File: src/rtl/bit_packer_pkg.sv
// Shared constants and FSM state type for the MSB-first variable-length bit packer.
package bit_packer_pkg;

  localparam int MAX_CODE_LEN = 18;
  localparam int ACC_W        = 32;
  localparam int ACCEPT_LIMIT = 14;
  localparam int CNT_W        = 6;

  typedef enum logic [1:0] {
    RUN   = 2'd0,
    DRAIN = 2'd1,
    PAD   = 2'd2,
    DONE  = 2'd3
  } state_t;

endpackage

File: src/rtl/bit_packer.sv
// MSB-first packer of 0..18-bit codes into bytes, with flush/pad of the final partial byte.
// Optional BIT_PACKER_STATS_EN adds the stat_bits running total of accepted code bits.
module bit_packer
  import bit_packer_pkg::*;
(
  input  logic             clk,
  input  logic             rst,
  input  logic [17:0]      code_data,
  input  logic [4:0]       code_len,
  input  logic             code_valid,
  output logic             code_ready,
  input  logic             flush_req,
  output logic             flush_done,
  output logic [7:0]       out_data,
  output logic             out_valid,
  input  logic             out_ready,
`ifdef BIT_PACKER_STATS_EN
  output logic [31:0]      stat_bits,
`endif
  output state_t           dbg_state,
  output logic [CNT_W-1:0] dbg_bit_cnt
);

  // Handshakes: a transfer happens on a cycle where valid && ready are both high
  // at the rising clock edge; valid never depends on ready in this block.

  state_t             state, state_nxt;
  logic [ACC_W-1:0]   acc, acc_nxt, acc_shift, code_left;
  logic [CNT_W-1:0]   bit_cnt, cnt_nxt, cnt_shift;
  logic [4:0]         len_c;
  logic [17:0]        code_mask;
  logic               accept, emit;

  always_comb begin
    len_c      = (code_len > 5'(MAX_CODE_LEN)) ? 5'(MAX_CODE_LEN) : code_len;
    code_mask  = 18'((19'd1 << len_c) - 19'd1);
    // Left-align the masked code so its first bit lands at acc[31].
    code_left  = {code_data & code_mask, 14'd0} << (5'(MAX_CODE_LEN) - len_c);

    code_ready = (state == RUN) && (bit_cnt <= CNT_W'(ACCEPT_LIMIT));
    out_valid  = (bit_cnt >= CNT_W'(8)) || (state == PAD);
    out_data   = acc[ACC_W-1 -: 8];
    if (state == PAD) out_data = acc[ACC_W-1 -: 8] & ~(8'hFF >> bit_cnt);
    flush_done = (state == DONE);

    accept     = code_valid && code_ready;
    emit       = out_valid && out_ready;

    acc_shift  = emit ? (acc << 8) : acc;
    cnt_shift  = emit ? (bit_cnt - CNT_W'(8)) : bit_cnt;
    acc_nxt    = accept ? (acc_shift | (code_left >> cnt_shift)) : acc_shift;
    cnt_nxt    = accept ? (cnt_shift + CNT_W'(len_c)) : cnt_shift;
    state_nxt  = state;

    case (state)
      RUN:   if (flush_req) state_nxt = DRAIN;
      DRAIN: begin
        if (bit_cnt == '0)                state_nxt = DONE;
        else if (bit_cnt < CNT_W'(8))     state_nxt = PAD;
      end
      PAD: begin
        // bit_cnt < 8 here, so the generic shift path must not be used.
        if (emit) begin
          acc_nxt   = '0;
          cnt_nxt   = '0;
          state_nxt = DONE;
        end
      end
      DONE: begin
        acc_nxt   = '0;
        cnt_nxt   = '0;
        state_nxt = RUN;
      end
      default: state_nxt = RUN;
    endcase
  end

  always_ff @(posedge clk) begin
    if (rst) begin
      state   <= RUN;
      acc     <= '0;
      bit_cnt <= '0;
    end else begin
      state   <= state_nxt;
      acc     <= acc_nxt;
      bit_cnt <= cnt_nxt;
    end
  end

`ifdef BIT_PACKER_STATS_EN
  logic [31:0] stat_cnt;

  always_ff @(posedge clk) begin
    if (rst)         stat_cnt <= '0;
    else if (accept) stat_cnt <= stat_cnt + 32'(len_c);
  end

  assign stat_bits = stat_cnt;
`endif

  assign dbg_state   = state;
  assign dbg_bit_cnt = bit_cnt;

endmodule

File: config.mk
export PLATFORM = sky130hd
export DESIGN_NAME = bit_packer
export DESIGN_NICKNAME = d
export VERILOG_FILES = /design/src/rtl/bit_packer_pkg.sv /design/src/rtl/bit_packer.sv
export SDC_FILE = /design/constraint.sdc
export NUM_CORES = 1
export LEC_CHECK = 0
export ABC_AREA = 1
export CAP_MARGIN = 20
export CELL_PAD_IN_SITES_DETAIL_PLACEMENT = 1
export CELL_PAD_IN_SITES_GLOBAL_PLACEMENT = 2
export CORE_MARGIN = 10
export CORE_UTILIZATION = 33
export CTS_CLUSTER_DIAMETER = 60
export DETAILED_ROUTE_END_ITERATION = 6
export GPL_ROUTABILITY_DRIVEN = 0
export GPL_TIMING_DRIVEN = 0
export PLACE_DENSITY_LB_ADDON = 0.1
export SLEW_MARGIN = 0
export SYNTH_ARGS = -nofsm -noshare
export SYNTH_HDL_FRONTEND = slang
export SYNTH_SLANG_ARGS = --single-unit
File: constraint.sdc
create_clock -name clk -period 11.8 [get_ports clk]
set_clock_uncertainty 0.2 [all_clocks]
set_input_delay 2.36 -clock clk [delete_from_list [all_inputs] [get_ports clk]]
set_output_delay 2.36 -clock clk [all_outputs]
set_load 0.05 [all_outputs]
==> load_flow_metrics.sql <==
INSERT INTO impl_metrics (metric_group, metric, value, unit) VALUES
('synth', 'synthesis.instances', '867', ''),
('cells_and_area', 'final_cell_count_no_fill', '1103', ''),
('status', 'run_status', 'completed', ''),
('detailed_routing', 'postRouteAntennaNets', '0', ''),
('floorplanning', 'initial_core_util', '34.0', '%'),
('sta', 'finalHoldViolCount', '0', ''),
('worst_setup_path', 'worst-endpoint-required', '11.82', 'ns'),
('synth', 'post_synth_xor_area_fraction', '0.528', '%'),
('worst_setup_path', 'regToRegEndpoint', 'dbg_bit_cnt[5]', ''),
('worst_setup_path', 'critical_path.startpoint_type', 'primary input', ''),
('power', 'total_switching_power', '0.000827', 'W'),
('grt', 'grt_pass1_vias', '6143', ''),
('worst_setup_path', 'cp-startpoint', 'code_len[3]', ''),
('worst_setup_path', 'worst_setup_end_kind', 'register', ''),
('grt', 'grt_pass1_wl', '32700', 'um'),
('synth', 'postSynthAreaPerCell', '5.74', 'um2'),
('power', 'power.leakage', '2.73', 'nW'),
('synth', 'syn-num-nets', '910', ''),
('power', 'pwr-share-comb', '73.9', '%'),
('cells_and_area', 'final_area', '0.00582', 'mm2'),
('sta', 'max_freq', '139', 'MHz'),
('detailed_routing', 'totalWireLength', '20500', 'um'),
('synth', 'yosys.area.top_type', 'sky130_fd_sc_hd__nand2_1', ''),
('power', 'power_frac_seq', '15.0', '%'),
('detailed_routing', 'firstDrtPassIters', '5', ''),
('floorplanning', 'dieHeight', '143', 'um'),
('floorplanning', 'placement_rows', '44', ''),
('worst_hold_path', 'min-delay-path-class', 'reg -> reg', ''),
('power', 'worst_ir_drop_vdd', '0.107', 'mV'),
('detailed_routing', 'routed-via-count', '6148', ''),
('grt', 'initial_antenna_violation_count', '0', ''),
('sta', 'worst_pin_slew', '0.639', 'ns'),
('worst_setup_path', 'reg2reg_setup_slack', '7.55', 'ns'),
('power', 'finalPower', '0.00142', 'W'),
('sta', 'tns', '0', 'ns'),
('cts', 'cts_tree', 'yes', ''),
('worst_setup_path', 'worst-setup-path-type', 'in -> reg', ''),
('sta', 'report.final.setup_viol', '0', ''),
('synth', 'ys_dominant_reg_cell', 'sky130_fd_sc_hd__dfxtp_1', ''),
('sta', 'period_needed', '7.20', 'ns'),
('sta', 'maxSlewHeadroom', '57.0', '%'),
('worst_setup_path', 'worst_ep_arrival_time', '7.23', 'ns'),
('cts', 'clock_path_buffers', '2', ''),
('placement', 'numPlacedInstances', '1095', ''),
('cells_and_area', 'antenna_cells', '0', ''),
('synth', 'netlist-cell-type-count', '51', ''),
('cts', 'htree_num_levels', '2', ''),
('floorplanning', 'floorplan.core_area', '0.0146', 'mm2'),
('cts', 'clock_tree.root_cell', 'sky130_fd_sc_hd__clkbuf_16', ''),
('detailed_routing', 'drt_first_iter_violations', '414', ''),
('cells_and_area', 'commonest_cells_after_routing_fill_and_taps_aside', 'sky130_fd_sc_hd__nand2_1 (228), sky130_fd_sc_hd__nand3_1 (170), sky130_fd_sc_hd__inv_1 (72)', ''),
('sta', 'final_max_slew_viol_count', '0', ''),
('cts', 'clock_latency', '0.29', 'ns'),
('synth', 'synth_warnings', '0', ''),
('placement', 'port_buffers', '44', ''),
('cells_and_area', 'multiInputGateArea', '0.00363', 'mm2'),
('synth', 'seq_area_frac_synth', '16.1', '%'),
('synth', 'synth.mux.area_fraction', '0.603', '%'),
('synth', 'synth-adder-area-share', '3.92', '%'),
('cts', 'post_cts.repair.setup_buffers', '0', ''),
('placement', 'dpl.hpwl', '17100', 'um'),
('detailed_routing', 'routed_wire_length_per_instance', '18.6', 'um'),
('synth', 'compound_gate_portion_of_the_synthesized_area', '15.1', '%'),
('flow_run', 'max_cap_viol_count', '0', ''),
('floorplanning', 'io-pin-count', '47', ''),
('worst_setup_path', 'setup.worst_path.end', 'acc[14]', ''),
('synth', 'post_synth_main_area_contributors', 'sky130_fd_sc_hd__nand2_1 (17%), sky130_fd_sc_hd__nand3_1 (17%), sky130_fd_sc_hd__dfxtp_1 (16%)', ''),
('synth', 'synth_top_family_by_area', 'simple AND/OR/NAND/NOR gates', ''),
('detailed_routing', 'viasPerCell', '5.57', ''),
('cells_and_area', 'layout-area-overhead-vs-synth', '16.8', '%'),
('cells_and_area', 'fill_cell_total_of_the_finished_layout', '2038', '');
## worst max-delay path: stages
cell and delay, ns:
sky130_fd_sc_hd__clkdlybuf4s50_1 0.68, sky130_fd_sc_hd__nor2_4 0.08, sky130_fd_sc_hd__nand2_4 0.15, sky130_fd_sc_hd__nand2_4 0.11
sky130_fd_sc_hd__nand2_4 0.17, sky130_fd_sc_hd__clkbuf_1 0.41, sky130_fd_sc_hd__ha_1 0.36, sky130_fd_sc_hd__nand4_1 0.36
sky130_fd_sc_hd__ha_1 0.37, sky130_fd_sc_hd__or2_0 0.24, sky130_fd_sc_hd__a21boi_2 0.19, sky130_fd_sc_hd__nand2_1 0.09
sky130_fd_sc_hd__o211ai_1 0.16, sky130_fd_sc_hd__nand3_1 0.20, sky130_fd_sc_hd__nor2_1 0.18, sky130_fd_sc_hd__nand2_1 0.10
sky130_fd_sc_hd__o21ai_1 0.10, sky130_fd_sc_hd__nand2_1 0.07, sky130_fd_sc_hd__o21ai_1 0.22, sky130_fd_sc_hd__nand2_1 0.09
sky130_fd_sc_hd__nand2_1 0.16, sky130_fd_sc_hd__a21oi_1 0.09, sky130_fd_sc_hd__nand2_1 0.06, sky130_fd_sc_hd__nand3_1 0.07
sky130_fd_sc_hd__a21oi_1 0.14
## cells in the mapped netlist (2+ instances only)
library cell	number
sky130_fd_sc_hd__buf_6	3
sky130_fd_sc_hd__a21oi_1	51
sky130_fd_sc_hd__nand2_2	7
sky130_fd_sc_hd__ha_1	14
sky130_fd_sc_hd__a31oi_1	3
sky130_fd_sc_hd__nand2_4	4
sky130_fd_sc_hd__inv_1	72
sky130_fd_sc_hd__clkinv_1	5
sky130_fd_sc_hd__nor2_2	4
sky130_fd_sc_hd__nand4_1	45
sky130_fd_sc_hd__nor2_1	55
sky130_fd_sc_hd__nand2_1	228
sky130_fd_sc_hd__nor2_4	3
sky130_fd_sc_hd__clkbuf_1	17
sky130_fd_sc_hd__xor2_1	2
sky130_fd_sc_hd__nand4_2	3
sky130_fd_sc_hd__mux2i_1	3
sky130_fd_sc_hd__o211ai_1	4
sky130_fd_sc_hd__nand3_1	170
sky130_fd_sc_hd__buf_1	2
sky130_fd_sc_hd__a21oi_4	2
sky130_fd_sc_hd__o21ai_1	14
sky130_fd_sc_hd__o21ai_2	3
sky130_fd_sc_hd__a211oi_1	2
sky130_fd_sc_hd__dfxtp_1	40
sky130_fd_sc_hd__inv_2	9
sky130_fd_sc_hd__buf_2	17
sky130_fd_sc_hd__o21ai_0	41
sky130_fd_sc_hd__buf_4	3
sky130_fd_sc_hd__nand3_2	17
sky130_fd_sc_hd__nand3b_1	3
sky130_fd_sc_hd__a21oi_2	2
## area by class of cell
| type | instances | share of cell area [%] |
|---|---|---|
| clock inverter | 3 | 0.731 |
| timing repair buffer | 44 | 7.57 |
| tap | 184 | 3.96 |
| sequential | 40 | 13.8 |
| buffer | 42 | 3.66 |
| inverter | 88 | 5.74 |
| clock buffer | 5 | 2.15 |
| multi-input combinational | 697 | 62.4 |
## registers in the layout, summed over array words and instances (netlist names)
name         flops
dbg_bit_cnt      6
acc             32
dbg_state        2
## worst min-delay path by stage
stage / from / to / depth (start not counted)
2_1_floorplan: acc[1] / acc[1] / 2
3_3_place_gp: acc[1] / acc[1] / 2
3_5_place_dp: acc[2] / acc[2] / 2
4_1_cts: acc[2] / acc[2] / 2
5_1_grt: acc[2] / acc[2] / 2
6_report: acc[2] / acc[2] / 2
## kinds of logic after synthesis
family / count (synthesis)
compound gates: 130
xor+xnor: 3
fa+ha+maj: 15
buf+inv: 130
flops: 40
mux: 3
simple gates: 546
## metal layers
metal  up-vias  track usage (%)  part of all wire (%)
li1       3045                -                     -
met1      2977             28.2                    51
met2       116             31.6                    44
met5         -                0                     0
met4         0             2.82                  0.73
met3        10             2.35                   4.3
## power by group through the flow
stage,combinational [W],clock (W),sequential (W)
detailed placement,0.00104,0,0.000216
global route,0.00117,0.000166,0.000219
floorplan,0.000695,0,0.000244
finish,0.00105,0.000158,0.000213
CTS,0.00105,0.000161,0.000213
global placement,0.00102,0,0.000213
## metrics by stage
step	hold WS, ns	worst slack, ns
floorplan	0.242	6.13
global placement	0.258	4.47
detailed placement	0.266	4.35
CTS	0.273	4.65
global route	0.299	4.22
finish	0.273	4.60
No activity file was read; power rests on OpenSTA's default activity.
